[src/rtl/lsu_mem_arbiter.sv]
// lsu_mem_arbiter: shares the single-port data RAM between LSU lanes 0/1.
// Define LSU_ARB_FIXED_PRIO_EN to make lane 0 win every conflict.

module lsu_mem_arbiter #(
  parameter int ADDR_W = 32,
  parameter int DATA_W = 32
) (
  input  logic              clk,
  input  logic              rst,
  input  logic              stall_in,
  input  logic              l0_rd_en,
  input  logic              l0_wr_en,
  input  logic [ADDR_W-1:0] l0_addr,
  input  logic [DATA_W-1:0] l0_wr_data,
  output logic [DATA_W-1:0] l0_rd_data,
  input  logic              l1_rd_en,
  input  logic              l1_wr_en,
  input  logic [ADDR_W-1:0] l1_addr,
  input  logic [DATA_W-1:0] l1_wr_data,
  output logic [DATA_W-1:0] l1_rd_data,
  output logic              mem_rd_en,
  output logic              mem_wr_en,
  output logic [ADDR_W-1:0] mem_addr,
  output logic [DATA_W-1:0] mem_wr_data,
  input  logic [DATA_W-1:0] mem_rd_data,
  output logic              arb_stall
);

  typedef enum logic [1:0] {
    IDLE  = 2'd0,
    DEFER = 2'd1,
    HOLD  = 2'd2
  } state_t;

  typedef struct packed {
    logic              rd;
    logic              wr;
    logic [ADDR_W-1:0] addr;
    logic [DATA_W-1:0] data;
  } mreq_t;

  state_t state;
  state_t state_nx;

  mreq_t lq0;
  mreq_t lq1;
  mreq_t win_q;
  mreq_t lose_q;
  mreq_t dbuf;
  mreq_t sel;

  logic req0;
  logic req1;
  logic both;
  logic conflict;
  logic rr_ptr;
  logic win_lane;
  logic win_rd;
  logic lose_pend;
  logic src0;
  logic src1;
  logic arb_c;

  logic [DATA_W-1:0] hold0;
  logic [DATA_W-1:0] hold1;

  // A lane with both enables set is a store; its read is dropped.
  assign lq0 = '{
    rd:   l0_rd_en & ~l0_wr_en,
    wr:   l0_wr_en,
    addr: l0_addr,
    data: l0_wr_data
  };

  assign lq1 = '{
    rd:   l1_rd_en & ~l1_wr_en,
    wr:   l1_wr_en,
    addr: l1_addr,
    data: l1_wr_data
  };

  assign req0 = l0_rd_en | l0_wr_en;
  assign req1 = l1_rd_en | l1_wr_en;
  assign both = req0 & req1;

  assign conflict = (state == IDLE)
                  & ~stall_in
                  & both;

  assign win_q  = rr_ptr ? lq1 : lq0;
  assign lose_q = rr_ptr ? lq0 : lq1;

`ifdef LSU_ARB_FIXED_PRIO_EN
  assign rr_ptr = 1'b0;
`else
  always_ff @(posedge clk or negedge rst) begin
    if (!rst) begin
      rr_ptr <= 1'b0;
    end else if (conflict) begin
      rr_ptr <= ~rr_ptr;
    end
  end
`endif

  always_ff @(posedge clk or negedge rst) begin
    if (!rst) begin
      state <= IDLE;
    end else begin
      state <= state_nx;
    end
  end

  always_comb begin
    state_nx = state;
    unique case (state)
      IDLE: begin
        if (conflict) begin
          state_nx = DEFER;
        end
      end
      DEFER: begin
        state_nx = stall_in ? HOLD : IDLE;
      end
      HOLD: begin
        state_nx = stall_in ? HOLD : IDLE;
      end
      default: begin
        state_nx = IDLE;
      end
    endcase
  end

  // Outputs are forced quiet while reset is asserted.
  always_comb begin
    sel   = '0;
    arb_c = 1'b0;
    if (rst) begin
      unique case (state)
        IDLE: begin
          if (!stall_in) begin
            unique case (1'b1)
              both: begin
                sel   = win_q;
                arb_c = 1'b1;
              end
              (req0 & ~req1): begin
                sel = lq0;
              end
              (req1 & ~req0): begin
                sel = lq1;
              end
              default: begin
                sel = '0;
              end
            endcase
          end
        end
        DEFER: begin
          sel = dbuf;
        end
        default: begin
          sel = '0;
        end
      endcase
    end
  end

  assign mem_rd_en   = sel.rd;
  assign mem_wr_en   = sel.wr;
  assign mem_addr    = sel.addr;
  assign mem_wr_data = sel.data;
  assign arb_stall   = arb_c;

  always_ff @(posedge clk or negedge rst) begin
    if (!rst) begin
      dbuf      <= '0;
      win_lane  <= 1'b0;
      win_rd    <= 1'b0;
      lose_pend <= 1'b0;
      hold0     <= '0;
      hold1     <= '0;
      src0      <= 1'b0;
      src1      <= 1'b0;
    end else begin
      unique case (state)
        IDLE: begin
          src0 <= 1'b0;
          src1 <= 1'b0;
          if (conflict) begin
            dbuf     <= lose_q;
            win_lane <= rr_ptr;
            win_rd   <= win_q.rd;
          end
        end
        DEFER: begin
          lose_pend <= dbuf.rd;
          if (win_rd & ~win_lane) begin
            hold0 <= mem_rd_data;
            src0  <= 1'b1;
          end
          if (win_rd & win_lane) begin
            hold1 <= mem_rd_data;
            src1  <= 1'b1;
          end
        end
        HOLD: begin
          // Loser's read data is only valid on the first HOLD cycle.
          if (lose_pend) begin
            lose_pend <= 1'b0;
            if (win_lane) begin
              hold0 <= mem_rd_data;
              src0  <= 1'b1;
            end else begin
              hold1 <= mem_rd_data;
              src1  <= 1'b1;
            end
          end
        end
        default: begin
          lose_pend <= 1'b0;
        end
      endcase
    end
  end

  assign l0_rd_data = src0 ? hold0 : mem_rd_data;
  assign l1_rd_data = src1 ? hold1 : mem_rd_data;

endmodule

[config.mk]
export PLATFORM = sky130hd
export DESIGN_NAME = lsu_mem_arbiter
export DESIGN_NICKNAME = d
export VERILOG_FILES = /design/src/rtl/lsu_mem_arbiter.sv
export SDC_FILE = /design/constraint.sdc
export NUM_CORES = 1
export LEC_CHECK = 0
export BUFFER_PORTS_ARGS = -buffer_cell sky130_fd_sc_hd__buf_2
export CAP_MARGIN = 20
export CORE_MARGIN = 4
export CORE_UTILIZATION = 50
export CTS_BUF_LIST = sky130_fd_sc_hd__clkbuf_16
export DETAILED_ROUTE_END_ITERATION = 7
export GPL_ROUTABILITY_DRIVEN = 1
export GPL_TIMING_DRIVEN = 0
export HOLD_SLACK_MARGIN = 0.05
export PLACE_DENSITY = 0.88
export SLEW_MARGIN = 15
export SYNTH_ARGS = -nofsm -noshare
export SYNTH_HDL_FRONTEND = slang
export SYNTH_SLANG_ARGS = --single-unit
[constraint.sdc]
create_clock -name clk -period 3.6 [get_ports clk]
set_input_delay 0.54 -clock clk [delete_from_list [all_inputs] [get_ports clk]]
set_output_delay 0.54 -clock clk [all_outputs]
set_load 0.05 [all_outputs]
Word-level counts from Yosys, hierarchy flattened. Cells that the tools add are included.

Bits in registers: 138. Latch bits: 0. ROM bits: 0. Bits in writable memories: 0. Memories kept: 0.

Reduce and logical (&&, ||, !) cells: 9. Divide/modulo/power cells: 0. Bitwise gates (word level): 18. $lt $le $gt $ge: 0. Add/sub/neg operators: 0. Shifts and indexed selects: 0. Multiply operators: 0. Eq/ne operators: 8. Multiplexer cells: 32.

Operator list (count): 66-bit 2-to-1 mux (4); 32-bit 2-to-1 mux (8); 66-bit case mux with 3 select lines (1); 66-bit case mux with 2 select lines (1); 32-bit case mux with 2 select lines (2); 4-bit AND reduction (4); 2-bit != test, second input constant (6); 1-bit 2-to-1 mux (10); 1-bit bitwise AND (9); 1-bit inverter (7); 1-bit case mux with 3 select lines (2); 2-bit 2-to-1 mux (2); 2-bit case mux with 2 select lines (1); 3-bit nonzero test (1); 2-bit by 1-bit equality test with 1-bit output, second input constant (1); 2-bit equality test, second input constant (1); 2-bit logical NOT (1); 1-bit OR (2); 1-bit case mux with 2 select lines (1); 2-bit AND reduction (1); 2-bit nonzero test (1); 2-bit OR reduction (1).

Logic depth before layout (Yosys ltp). Gate-level depths: netlist of the first run.

Depth in word-level cells: 7. Gate-level depth with buffers: 8. Depth with buffers taken out: 6.

Worst setup path after synthesis of the first run. No wires, ideal clock.

Path type: register to output. From: register state[0]. To: output port mem_wr_data[0]. Buffers on the path: 1. Arrival: 2.405 ns. Data required time: 3.060 ns. Slack: 0.655 ns. Cell stages (with the launch flop): 8. Cell sequence: dfrtp_1 -> inv_1 -> ha_1 -> and2b_1 -> o31ai_2 -> or2_1 -> buf_6 -> o21ai_0.

Cells in the longest elaborated chain, start to end: 3.

Ends and longest elaborated chain: start: declaration (line 42) `state_t state;`; start signal: assignment (line 109) `state <= state_nx;`; 2-bit by 1-bit equality test with 1-bit output / 2-bit logical NOT (equally long branches) (line 138) `unique case (state)`; 66-bit case mux with 2 select lines (*) (line 138); 66-bit 2-to-1 mux (*) (line 137) `if (rst) begin`; end: declaration (line 24) `output logic [DATA_W-1:0] mem_wr_data,`.

Every way passes the cells marked *; elsewhere a longest branch is shown, timed or not.

Worst setup path after layout of the first run.
From: input port rst. To: output port mem_addr[30].

Cells in the longest elaborated chain, start to end: 1.

Ends and longest elaborated chain: start: declaration (line 9) `input logic rst,`; 66-bit 2-to-1 mux (line 137); end: declaration (line 23) `output logic [ADDR_W-1:0] mem_addr,`.

Every way passes these cells.

==> results of run 1 <==
## metrics by stage
stage	area, sq um	util [%]
2_1_floorplan	8001	-
3_3_place_gp	9752	63.21
5_1_grt	10420	67.53
6_report	10420	67.53
3_5_place_dp	9789	63.46
4_1_cts	10420	67.53
## sequential cells by signal, summed over array words and instances (netlist names)
name / cells
win_lane: 1
hold0: 32
lose_pend: 1
state: 2
win_rd: 1
dbuf: 66
hold1: 32
src0: 1
src1: 1
rr_ptr: 1
## kinds of logic after synthesis
group,after synthesis
AO/OA/AOI/OAI,216
XOR/XNOR,1
adder cells (fa/ha/maj),5
buffers and inverters,71
flip-flops,138
multiplexers,195
AND/OR/NAND/NOR,151
## cell usage after synthesis (8+ instances only)
library cell,number,share of area [%]
mux2_2,123,17
buf_6,16,2.3
mux2i_1,64,8.0
buf_2,34,2.1
dfrtp_1,138,43
a21oi_1,70,4.4
a22oi_1,64,6.0
o21ai_1,61,3.8
buf_4,8,0.75
mux2_1,8,1.1
nor2_1,67,3.1
nand2_1,72,3.4
## critical path, stage by stage
cell     delay (ps)
buf_8           370
buf_16          360
o21ai_0         230
or2_1           290
buf_6           170
buf_6           150
o21ai_1         200
buf_2           300
## per-layer routing
layer | track usage [%] | part of all wire [%] | vias up
li1 | - | - | 3440
met2 | 42.60 | 51 | 315
met5 | 0 | 0 | -
met1 | 30.07 | 40 | 3595
met4 | 9.955 | 2.5 | 0
met3 | 5.067 | 6.7 | 44
## cell type report
type	instances	area (sq um)	area share (%)
buffer	64	432.9	4.155
clock buffer	17	425.4	4.083
clock inverter	15	203.9	1.957
inverter	7	26.28	0.2522
multi-input combinational	568	4089	39.25
sequential	138	3453	33.15
tap	211	264.0	2.534
timing repair buffer	298	1524	14.63
## power by group through the flow
| stage | Combinational [mW] | Clock, mW | Sequential (mW) |
|---|---|---|---|
| floorplan | 5.19 | 0 | 2.63 |
| global placement | 6.38 | 0 | 2.70 |
| detailed placement | 6.52 | 0 | 2.76 |
| CTS | 6.54 | 1.89 | 2.74 |
| global route | 6.91 | 1.96 | 2.83 |
| finish | 6.51 | 1.86 | 2.74 |
## how the worst max path moves through the flow
| stage | cells past startpoint | end | slack [ps] |
|---|---|---|---|
| after floorplan | 7 | mem_wr_data[0] | 650 |
| after global placement | 7 | mem_wr_data[23] | -1610 |
| after detailed placement | 8 | mem_addr[5] | 340 |
| after CTS | 8 | mem_addr[30] | 340 |
| after global routing | 8 | mem_addr[3] | 140 |
| final | 8 | mem_addr[30] | 380 |
==> summary.md, run 1 <==
| Metric | Value |
|---|---|
| Sw frac | 47.45% |
| VDD IR max | 0.0006638 V |
| Reg2reg start | state[0] |
| Overall Global Routing Usage | 24.58% |
| PortBufs | 297 |
| Simple-gate share of the synthesized area | 7.553% |
| # rows | 45 |
| Clock buffer count from CTS | 17 |
| Total die area | 18090 sq um |
| Final hold violation count | 0 |
| F_max | 310.9 MHz |
| Register share of total power | 24.7% |
| Main combinational cell family by area after synthesis | multiplexers |
| Leakage | 5.057 nW |
| Hold WS | 58.27 ps |
| Arrival time at the worst endpoint | 2680 ps |
| Final net count | 1266 |
| Routed vias | 7394 |
| Setup crit end kind | output pin |
| Clk pwr share | 16.8% |
| Setup TNS | 0 ps |
| CTS root buf | clkbuf_16 |
| Core ar. | 15430 sq um |
| Most frequent cells in the layout | buf_2 (330), dfrtp_1 (138), mux2_2 (123) |
| FF+latch count, synth | 138 |
| Pre-CTS setup slack | 342.3 ps |
| Register-to-Register Path Depth | 6 |
| RSZ-0062 raised after global routing | no |
| Post-route ant nets | 0 |
| Clock sinks | 138 |
| Combinational power share | 58.6% |
| CP max FO | 75 |
| Setup violators final | 0 |
| Pins Over Slew Limit | 0 |
| First-pass GRT wire length | 36030 microns |
| RePlAce Congestion | 0.8641 |
| Drt wl/cell | 17.40 microns |
| Seq/Total Area, Yosys | 43.16% |
| Hold Path Class | in -> async |
| Commonest non-fill, non-tap cell in the layout | buf_2 |
| # fillers | 1251 |
| Reg2reg setup slack | 1530 ps |
| DRT Pass-1 Iters | 5 |
| Int Power | 5.844 mW |
| Routed WL | 22940 microns |
| Drt via density | 5.610 |
| R2r endpoint | hold1[4] |
| First DRT Iteration DRCs | 475 |
| Initial Utilization | 51.87% |
| Worst-Margin Slew | 517.2 ps |
| I/O Pins | 298 |
| Asr flop ratio synth | 100.0% |
| MaxCap Viol Count | 0 |
| Vias in the first global route | 7469 |
| Final min period | 3217 ps |
| Worst Setup Start Kind | input pin |
| Final setup skew | 14.90 ps |
| Proportion of layout cells with a drive suffix above 1 | 46.16% |
| Post-synth EDFFs | 0 |
| Status | complete, no violations |
| Resized Gates After CTS | 0 |
| Adder-cell share of the synthesized area | 0.7819% |
| Clock transition at path regs | 60 ps |
| XOR/XNOR Fraction of Synth Area | 0.1095% |
| Finished Layout Cells | 1318 |
| Placed cells | 1286 |
| Library cells used by synthesis | 38 |
| Synth Instances | 777 |
| Tcrit/Tclk final | 89.35% |
| Crit Path Class | in -> out |
| Initial antenna violation count | 0 |
| Setup Buffers After CTS | 0 |
| Hold-fix buffers, CTS | 0 |
| Area Overhead vs Synth | 30.21% |
| Slew headroom | 65.45% |
| Overall power | 11.12 mW |
| CTS tree | done |
| Aggregate global routing overflow | 0 |
| Largest net degree at the start of global routing | 76 |
| Post-synthesis compound-gate area fraction | 16.22% |
| Pwr dens | 1067 nW/um^2 |
| Skew-Pair Late Insertion Delay | 410 ps |
| Hpwl dp | 17340 microns |
| Synthesis warning total | 0 |
| Ant. Diodes | 0 |
| Clock Tree Buf Depth | 2 |
| Post-Syn Nets | 949 |
| CTS H-tree lvls | 4 |
| Most used DFF post-synth | dfrtp_1 |
| Sw Pwr | 5.276 mW |
| Post-route setup slack | 383.4 ps |
| Avg Cell Area, Syn | 10.30 sq um |
| Width of the die | 134.5 microns |
| CP Data Required Time | 3060 ps |
| Post-route DRC violation count | 0 |
| Synthesized area | 8001 sq um |
| Mux cell area share after synthesis | 26.44% |
| Die Height | 134.5 microns |
| Setup crit start | rst |
Note: power is estimated with default switching activity, not from simulation.
==> run 2: changes to the inputs <==
CORE_UTILIZATION = 45   (was 50)
PLACE_DENSITY = 0.84   (was 0.88)
clock period = 2.7 ns   (was 3.6 ns; I/O delays follow)
==> run 2 against run 1 <==
  * Via count grew 0.35%
  * Critical endpoint is now mem_wr_data[20]
  * First-iteration DRC count shrank 20%
  * Largest cell class unchanged
  * Register-to-register slack lost 970 ps
==> summary.md, run 2 (synthesis gave the netlist of run 1 again) <==
| Metric | Value |
|---|---|
| Status | complete, no violations (unchanged) |
| Routed vias | 7420 (was 7394) |
| Setup violators final | 0 (unchanged) |
| Area Overhead vs Synth | 38.50% (was 30.21%) |
| Pins Over Slew Limit | 0 (unchanged) |
| Core ar. | 17360 sq um (was 15430 sq um) |
| Slew headroom | 64.47% (was 65.45%) |
| Setup crit end kind | output pin (unchanged) |
| Finished Layout Cells | 1342 (was 1318) |
| Most frequent cells in the layout | buf_2 (265), dfrtp_1 (138), mux2_2 (123) (was buf_2 (330), dfrtp_1 (138), mux2_2 (123)) |
| Tcrit/Tclk final | 99.90% |
| PortBufs | 297 (unchanged) |
| Crit-path cells | inv_2 -> ha_4 -> and2b_2 -> o31ai_2 -> or2_1 -> buf_6 -> buf_6 -> o21ai_1 -> buf_4 (was buf_8 -> buf_16 -> o21ai_0 -> or2_1 -> buf_6 -> buf_6 -> o21ai_1 -> buf_2) |
| Post-route ant nets | 0 (unchanged) |
| F_max | 370.7 MHz |
| First-pass GRT wire length | 37250 microns (was 36030 microns) |
| First DRT Iteration DRCs | 379 (was 475) |
| Final net count | 1277 (was 1266) |
| # rows | 48 (was 45) |
| Pwr dens | 1413 nW/um^2 (was 1067 nW/um^2) |
| Top Family by Delay on Critical Path | buffers and inverters (unchanged) |
| Setup crit start | state[0] (was rst) |
| Final hold violation count | 0 (unchanged) |
| CTS root buf | clkbuf_16 (unchanged) |
| CP max stage cell | dfrtp_1 (was buf_8) |
| Width of the die | 141.3 microns (was 134.5 microns) |
| Crit Path Class | reg -> out (was in -> out) |
| Ant. Diodes | 0 (unchanged) |
| CTS tree | done (unchanged) |
| Buf+Inv Stages, Crit Path | 4 (was 5) |
| Initial Utilization | 46.10% (was 51.87%) |
| Die Height | 141.3 microns (was 134.5 microns) |
| Setup TNS | 0 ps (unchanged) |
| Proportion of layout cells with a drive suffix above 1 | 49.96% (was 46.16%) |
| Placed cells | 1300 (was 1286) |
| Initial antenna violation count | 2 (was 0) |
| Drt via density | 5.529 (was 5.610) |
| Final min period | 2697 ps |
| Final setup skew | 11.70 ps (was 14.90 ps) |
| Commonest non-fill, non-tap cell in the layout | buf_2 (unchanged) |
| I/O Pins | 298 (unchanged) |
| VDD IR max | 0.0008946 V (was 0.0006638 V) |
| Aggregate global routing overflow | 0 (unchanged) |
| Leakage | 5.273 nW (was 5.057 nW) |
| Hold Path Class | in -> async (unchanged) |
| Worst Setup Start Kind | flop (was input pin) |
| CP peak stage delay | 420 ps (was 370 ps) |
| Arrival time at the worst endpoint | 2290 ps (was 2680 ps) |
| Routed WL | 24080 microns (was 22940 microns) |
| Max reg flops | 66 (unchanged) |
| Total die area | 19980 sq um (was 18090 sq um) |
| CP max FO | 10 (was 75) |
| CTS H-tree lvls | 4 (unchanged) |
| Top flop regs | dbuf: 66 flops, hold0: 32 flops, hold1: 32 flops (unchanged) |
| Clock Tree Buf Depth | 2 (unchanged) |
| Hpwl dp | 17090 microns (was 17340 microns) |
| Most flop-heavy register | dbuf (unchanged) |
| Clock sinks | 138 (unchanged) |
| RSZ-0062 raised after global routing | yes (was no) |
| Clock transition at path regs | 60 ps (about the same) |
| DRT Pass-1 Iters | 5 (unchanged) |
| Drt wl/cell | 17.95 microns (was 17.40 microns) |
| Skew-Pair Late Insertion Delay | 420 ps (was 410 ps) |
| Reg2reg start | state[0] (unchanged) |
| MaxCap Viol Count | 0 (unchanged) |
| Clock buffer count from CTS | 17 (unchanged) |
| Largest net degree at the start of global routing | 50 (was 76) |
| CP Data Required Time | 2300 ps (was 3060 ps) |
| Overall Global Routing Usage | 23.07% (was 24.58%) |
| Vias in the first global route | 7554 (was 7469) |
| Worst-Margin Slew | 531.8 ps (was 517.2 ps) |
| Post-route DRC violation count | 0 (unchanged) |
| CP dominant cell by count | buf_6 (unchanged) |
| RePlAce Congestion | 0.8485 (was 0.8641) |
[run 2: repair_timing]
action,4_1_cts,5_1_grt
setup buffers,3,3
gates resized for setup,83,63
cloned,1,0
setup endpoints to repair,66,65
endpoints found under the hold margin,42,0
pin swaps,0,1
hold buffers,4,0
[run 2: final cells by class]
cell class	instances	area, sq um
Clock inverter	14	251.5
Sequential cell	138	3453
Fill cell	1366	6275
Buffer	64	444.2
Tap cell	225	281.5
Clock buffer	17	425.4
Timing Repair Buffer	309	1971
Multi-Input combinational cell	568	4229
Inverter	7	26.28
[run 2: layer usage]
layer	wire length, microns	track usage, %	part of all wire, %	vias up
met5	18	0	0.075	-
met4	690	9.179	2.9	4
met3	1544	5.696	6.4	64
met2	12250	39.33	51	307
met1	9579	28.09	40	3578
li1	-	-	-	3467
[run 2: power breakdown]
group | total (mW) | switching (mW) | internal [mW]
Clock | 2.69 | 0.879 | 1.81
Combinational | 9.31 | 5.82 | 3.50
Sequential | 3.65 | 0.526 | 3.12
[run 2: metrics by stage]
step / worst slack [ps] / cell area, sq um / util (%) / hold slack [ps] / power [mW]
2_1_floorplan: -110.2 / 8001 / - / 109.4 / 10.42
3_3_place_gp: -2209 / 9769 / 56.29 / 470.3 / 12.12
3_5_place_dp: -238.0 / 9807 / 56.50 / 308.8 / 12.35
4_1_cts: 6.609 / 10830 / 62.41 / 103.1 / 15.42
5_1_grt: -78.41 / 11080 / 63.85 / 102.3 / 16.47
6_report: 2.577 / 11080 / 63.85 / 96.15 / 15.66
[run 2: worst paths after layout]
kind / end / slack [ps] / cells after the start
min in group clk: hold0[5] / 260 / 2
max in group asynchronous: dbuf[3] / 1830 / 4
setup / recovery: mem_wr_data[20] / 3 / 9
hold reg to reg: hold1[5] / 480 / 1
setup reg to reg: hold1[4] / 560 / 7
hold / removal: lose_pend / 100 / 3
[run 2: worst reg2reg max path: cells and delay by family (launching register included)]
family | cells | cell delay, ps
AOI/OAI and AO/OA | 1 | 320
buffers and inverters | 3 | 480
and+or+nand+nor | 1 | 220
muxes | 1 | 360
DFF | 1 | 410
adders and majority gates | 1 | 240
